==> config.mk <==
export PLATFORM = sky130hd
export DESIGN_NAME = frame_buffer_arbiter
export DESIGN_NICKNAME = d
export VERILOG_FILES = /design/src/rtl/frame_buffer_arbiter.sv
export SDC_FILE = /design/constraint.sdc
export NUM_CORES = 1
export LEC_CHECK = 0
export BUFFER_PORTS_ARGS = -buffer_cell sky130_fd_sc_hd__clkbuf_2
export CELL_PAD_IN_SITES_DETAIL_PLACEMENT = 1
export CELL_PAD_IN_SITES_GLOBAL_PLACEMENT = 1
export CORE_MARGIN = 3
export CORE_UTILIZATION = 21
export CTS_CLUSTER_SIZE = 30
export DETAILED_ROUTE_END_ITERATION = 16
export HOLD_SLACK_MARGIN = 0.15
export PLACE_DENSITY = 0.86
export SYNTH_ARGS = -nofsm -noshare
export SYNTH_HDL_FRONTEND = slang
export SYNTH_SLANG_ARGS = --single-unit
==> constraint.sdc <==
create_clock -name Clk -period 3.76 [get_ports Clk]
set_input_delay 0.564 -clock Clk [delete_from_list [all_inputs] [get_ports Clk]]
set_output_delay 0.564 -clock Clk [all_outputs]
set_load 0.03 [all_outputs]
==> src/rtl/frame_buffer_arbiter.sv <==
// Single-port frame-buffer arbiter: display read > draw write > screen-clear fill.
// Define FB_CLEAR_EN to build the full-screen clear sequencer.
module frame_buffer_arbiter #(
   parameter int ADDR_W = 19,
   parameter int DATA_W = 8,
   parameter int H_RES  = 640,
   parameter int V_RES  = 480
) (
   input  logic              Clk,
   input  logic              Reset_n,
   input  logic              disp_req,
   input  logic [ADDR_W-1:0] disp_addr,
   output logic [DATA_W-1:0] disp_data,
   input  logic              wr_req,
   input  logic [ADDR_W-1:0] wr_addr,
   input  logic [DATA_W-1:0] wr_data,
   output logic              wr_ack,
   input  logic              clr_start,
   input  logic [DATA_W-1:0] clr_color,
   output logic              clr_busy,
   output logic              clr_done,
   output logic              oob_err,
   output logic [ADDR_W-1:0] mem_addr,
   output logic              mem_we,
   output logic [DATA_W-1:0] mem_wdata,
   input  logic [DATA_W-1:0] mem_rdata
);

   localparam int PIXELS = H_RES * V_RES;
   localparam logic [ADDR_W-1:0] LAST = ADDR_W'(PIXELS - 1);

   logic disp_in, wr_in;
   logic rd_go, wr_go, fill_go;
   logic rd_vld, rd_oob;
   logic [ADDR_W-1:0] cnt;
   logic [DATA_W-1:0] color;

   assign disp_in = (disp_addr <= LAST);
   assign wr_in   = (wr_addr <= LAST);

   // Grants are gated by reset so every output reads as its reset value while held.
   assign rd_go = Reset_n & disp_req;
   assign wr_go = Reset_n & ~disp_req & wr_req;

`ifdef FB_CLEAR_EN
   typedef enum logic {IDLE, FILL} state_t;
   state_t state, state_nxt;

   assign clr_busy = (state == FILL);
   assign fill_go  = Reset_n & clr_busy & ~disp_req & ~wr_req;

   always_ff @(posedge Clk or negedge Reset_n) begin
      if (!Reset_n) state <= IDLE;
      else          state <= state_nxt;
   end

   always_comb begin
      state_nxt = state;
      case (state)
         IDLE: if (clr_start) state_nxt = FILL;
         FILL: if (fill_go && cnt == LAST) state_nxt = IDLE;
         default: state_nxt = IDLE;
      endcase
   end

   // Counter only advances on a fill grant and parks at LAST; restart reloads it.
   always_ff @(posedge Clk or negedge Reset_n) begin
      if (!Reset_n) begin
         cnt      <= '0;
         color    <= '0;
         clr_done <= 1'b0;
      end else begin
         clr_done <= fill_go && (cnt == LAST);
         if (state == IDLE && clr_start) begin
            cnt   <= '0;
            color <= clr_color;
         end else if (fill_go && cnt != LAST) begin
            cnt <= cnt + 1'b1;
         end
      end
   end
`else
   logic unused_clr;
   assign unused_clr = ^{clr_start, clr_color};
   assign fill_go    = 1'b0;
   assign cnt        = '0;
   assign color      = '0;
   assign clr_busy   = 1'b0;
   assign clr_done   = 1'b0;
`endif

   always_comb begin
      mem_addr  = '0;
      mem_we    = 1'b0;
      mem_wdata = '0;
      wr_ack    = 1'b0;
      if (rd_go) begin
         if (disp_in) mem_addr = disp_addr;
      end else if (wr_go) begin
         wr_ack = 1'b1;
         if (wr_in) begin
            mem_we    = 1'b1;
            mem_addr  = wr_addr;
            mem_wdata = wr_data;
         end
      end else if (fill_go) begin
         mem_we    = 1'b1;
         mem_addr  = cnt;
         mem_wdata = color;
      end
   end

   // RAM returns data the cycle after the address; capture it one stage later.
   always_ff @(posedge Clk or negedge Reset_n) begin
      if (!Reset_n) begin
         rd_vld    <= 1'b0;
         rd_oob    <= 1'b0;
         disp_data <= '0;
         oob_err   <= 1'b0;
      end else begin
         rd_vld <= rd_go;
         rd_oob <= rd_go & ~disp_in;
         if (rd_vld) disp_data <= rd_oob ? '0 : mem_rdata;
         if (wr_go && !wr_in) oob_err <= 1'b1;
      end
   end

endmodule
Yosys cells after proc, flatten, opt, wreduce, memory -nomap -nowiden
Index checks and enable logic that the tools add are counted.

cells by class
  multiplexer cells = 13
  eq/ne operators = 0
  add/sub/neg operators = 0
  divide/modulo/power cells = 0
  multipliers = 0
  reduce and logical (&&, ||, !) cells = 2
  shift operators = 0
  order comparisons = 2
  bitwise logic cells = 6

operators with widths
  kind                                         count
  19-bit 2-to-1 mux                            4
  19-bit <= comparator, second input constant  2
  8-bit 2-to-1 mux                             4
  1-bit 2-to-1 mux                             5
  1-bit bitwise AND                            4
  1-bit NOT                                    2
  1-bit logical AND                            1
  1-bit zero test                              1

storage, ports and cells
  memories kept = 0
  register bits after elaboration = 11
  ROM bits = 0
  logic and storage cells = 27
  bits in latches = 0
  bits in writable memories = 0
  output and inout bits = 40
  input port bits = 67

Longest topological paths before layout
  depth after elaboration = 5
  depth in mapped cells = 5
  depth with buffers taken out = 3

Least setup slack after synthesis
No wires, ideal clock.

  kind = input-to-output
  start point = input disp_req
  end point = output mem_addr[15]
  slack = 1.427 ns
  arrival = 1.769 ns
  stages = 5
  required time = 3.196 ns
  path buffers = 2
  cell sequence = and3b_1 -> buf_2 -> o211a_4 -> buf_2 -> a22o_1

on the way
  longest elaborated chain between the ends = 5
  elaborated cells on any way between the ends = 6
  those cells by class = mux: 2; bitwise: 4

RTL lines
  item                             RTL line  text
  from (decl)                      11        input logic disp_req,
  1-bit NOT                        43        assign wr_go = Reset_n & ~disp_req & wr_req;
  1-bit bitwise AND (2 in series)  43
  19-bit 2-to-1 mux                99        end else if (wr_go) begin
  19-bit 2-to-1 mux (*)            97        if (rd_go) begin
  to (decl)                        23        output logic [ADDR_W-1:0] mem_addr,

Mark *: on every way between the ends. The rest lies on a longest branch, timed or not.

Worst setup path after layout
  start point = input Reset_n
  end point = output mem_addr[6]

on the way
  longest elaborated chain between the ends = 4
  elaborated cells on any way between the ends = 5
  those cells by class = mux: 2; bitwise: 3

RTL lines
  item                             RTL line  text
  from (decl)                      10        input logic Reset_n,
  1-bit bitwise AND (2 in series)  43
  19-bit 2-to-1 mux                99
  19-bit 2-to-1 mux (*)            97

Marks and branches as above.

==> results.sh <==
export IMPL_die_width_um=68.2
export IMPL_clk_pin_slew_worst_paths_ns=0.05
export IMPL_gp_congestion=0.690
export IMPL_initial_core_util_pct=23.1
export IMPL_synth_largest_area_cell="dfrtp_1"
export IMPL_post_route_min_period_ns=2.66
export IMPL_synth_ff_type="dfrtp_1"
export IMPL_synth_distinct_cells=24
export IMPL_grt_pass1_wl_um=4800
export IMPL_cp_start_kind="primary input"
export IMPL_dr_pass1_iters=4
export IMPL_drv_slew=0
export IMPL_dp_worst_setup_slack_ns=1.04
export IMPL_cts_tree="built"
export IMPL_synth_most_common_cell="a22o_1"
export IMPL_area_growth_pct=66.2
export IMPL_outcome="finished clean"
export IMPL_overflow=0
export IMPL_p_per_area_nw_per_um2=304
export IMPL_final_setup_tns_ns=0
export IMPL_hpwl_um=2660
export IMPL_avgViaCountPerCell=4.53
export IMPL_drive_gt1_share_pct=56.3
export IMPL_cts_hold_buffers_added=0
export IMPL_portBuffers=95
export IMPL_antenna_found_initial=0
export IMPL_synth_cells=90
export IMPL_rr_endpoint="disp_data[1]"
export IMPL_rows=21
export IMPL_worst_setup_path_end_kind="output port"
export IMPL_crit_arrival_ns=2.10
export IMPL_numCtsBuffers=3
export IMPL_cts_max_level=1
export IMPL_synth_area_um2=813
export IMPL_synth_warnings=0
export IMPL_ios=107
export IMPL_reg2reg_depth=2
export IMPL_fin_util_pct=38.4
export IMPL_fin_cells=229
export IMPL_slew_headroom_pct=52.8
export IMPL_worstMarginPinSlew_ns=0.709
export IMPL_setup_viol=0
export IMPL_fp_dieArea_um2=4660
export IMPL_postCtsSetupBuffers=0
export IMPL_fin_nets=251
export IMPL_period_share_pct=70.8
export IMPL_wl_per_cell_um=13.1
export IMPL_synthArstFlopShare_pct=100
export IMPL_wl_um=3010
export IMPL_ys_top_cells_by_area="dfrtp_1 34%, a22o_1 19%, nand3b_1 7.4%"
export IMPL_grt_max_degree=26
export IMPL_irDropWorstVdd_v=0.0000869
export IMPL_r2r_start="rd_vld"
export IMPL_leakage_nw=0.776
export IMPL_crit_fanout=16
export IMPL_clk_path_buf_depth=2
export IMPL_fin_hold_ws_ns=0.210
export IMPL_core_area_um2=3520
export IMPL_n_antenna_cell=0
export IMPL_postRouteAntennaNets=0
export IMPL_root_buffer="clkbuf_8"
export IMPL_r2r_slack_ns=2.85
export IMPL_rsz0062_at_grt="no"
export IMPL_synth_top_cell_area_share_pct=33.8
export IMPL_worstSkewPairLatency_ns=0.24
export IMPL_min_path_type="in2async"
export IMPL_drt_iter0_drc=23
export IMPL_place_inst=225
export IMPL_grtUsageTotal_pct=13.4
export IMPL_cts_sinks=11
export IMPL_vias=1038
export IMPL_die_h_um=68.2
export IMPL_synthTopCellsByCount="18 x a22o_1, 11 x dfrtp_1, 10 x inv_1, 10 x o21ai_0"
export IMPL_setup_ws_ns=1.10
export IMPL_fmax_ghz=0.375
export IMPL_cts_resized=0
export IMPL_cap_viol_max_count=0
export IMPL_crit_type="in2out"
export IMPL_drc=0
export IMPL_finClkSkew_ns=0.00272
export IMPL_grt_pass1_vias=1135
export IMPL_hold_viol=0
export IMPL_synth_yosys_seq_area_share_pct=33.8
export IMPL_synth_seq_cells=11
export IMPL_syn_avg_cell_area_um2=9.04
export IMPL_synth_edf_count=0
export IMPL_crit_required_ns=3.20
## power by group
part / internal (mW) / total [mW] / leakage (nW) / switching (mW)
Combinational: 0.0552 / 0.150 / 0.616 / 0.0948
Clock: 0.0729 / 0.119 / 0.0255 / 0.0458
Sequential: 0.132 / 0.142 / 0.135 / 0.00956
## kinds of logic after synthesis
logic type             share of synthesized area [%]
DFF                                             33.8
AOI/OAI and AO/OA                               36.5
buffers and inverters                           10.2
and+or+nand+nor                                 19.1
other                                          0.461
## flip-flops by register name (all words and copies together), names as in the netlist
name,count
oob_err,1
rd_vld,1
rd_oob,1
disp_data,8
## worst max path at each step
| stage | endpoint | start |
|---|---|---|
| finish | mem_addr[6] | Reset_n |
| global route | mem_addr[2] | Reset_n |
| CTS | mem_addr[9] | Reset_n |
| detailed placement | mem_addr[9] | Reset_n |
| global placement | mem_addr[6] | Reset_n |
| floorplan | mem_addr[15] | disp_req |
## metal layers
| layer | vias to the layer above | global-route usage [%] | wire length [um] |
|---|---|---|---|
| met2 | 69 | 22.7 | 1430 |
| met3 | 0 | 5.25 | 406 |
| met1 | 462 | 15.0 | 1170 |
| met4 | 0 | 5.21 | 0 |
| met5 | - | 0 | 0 |
| li1 | 507 | - | - |
## cell usage in the layout (no fill, tap or decap), drive strengths merged
master | synthesis | routed
a21o | 1 | 1
conb | 1 | 2
and2 | 8 | 8
clkinv | 0 | 1
inv | 10 | 10
o22ai | 1 | 1
a21oi | 1 | 1
a31o | 1 | 1
clkbuf | 1 | 98
nor2 | 2 | 2
dfrtp | 11 | 11
nand3b | 8 | 8
o211a | 1 | 1
a311oi | 1 | 1
nand2 | 3 | 3
o21a | 1 | 1
a211o | 1 | 1
nor2b | 2 | 2
nand3 | 1 | 1
a22o | 18 | 18
and3b | 1 | 1
o21ai | 10 | 10
## per-stage QoR
stage,area [um2],total power [mW]
CTS,1350,0.418
detailed placement,1310,0.296
global route,1350,0.440
floorplan,817,0.232
global placement,1310,0.293
finish,1350,0.410
## critical path: stages
cell and delay, ns:
clkbuf_2 0.28, nand2_1 0.18, a311oi_4 0.62, a22o_1 0.23
clkbuf_2 0.21
## cell type report
| class | count | area, um2 |
|---|---|---|
| multi-input combinational | 63 | 459 |
| sequential | 11 | 275 |
| clock inverter | 1 | 5.00 |
| tap | 46 | 57.6 |
| clock buffer | 3 | 41.3 |
| timing repair buffer | 95 | 475 |
| fill | 472 | 2170 |
| inverter | 10 | 37.5 |
(Power assumes the default switching activity.)
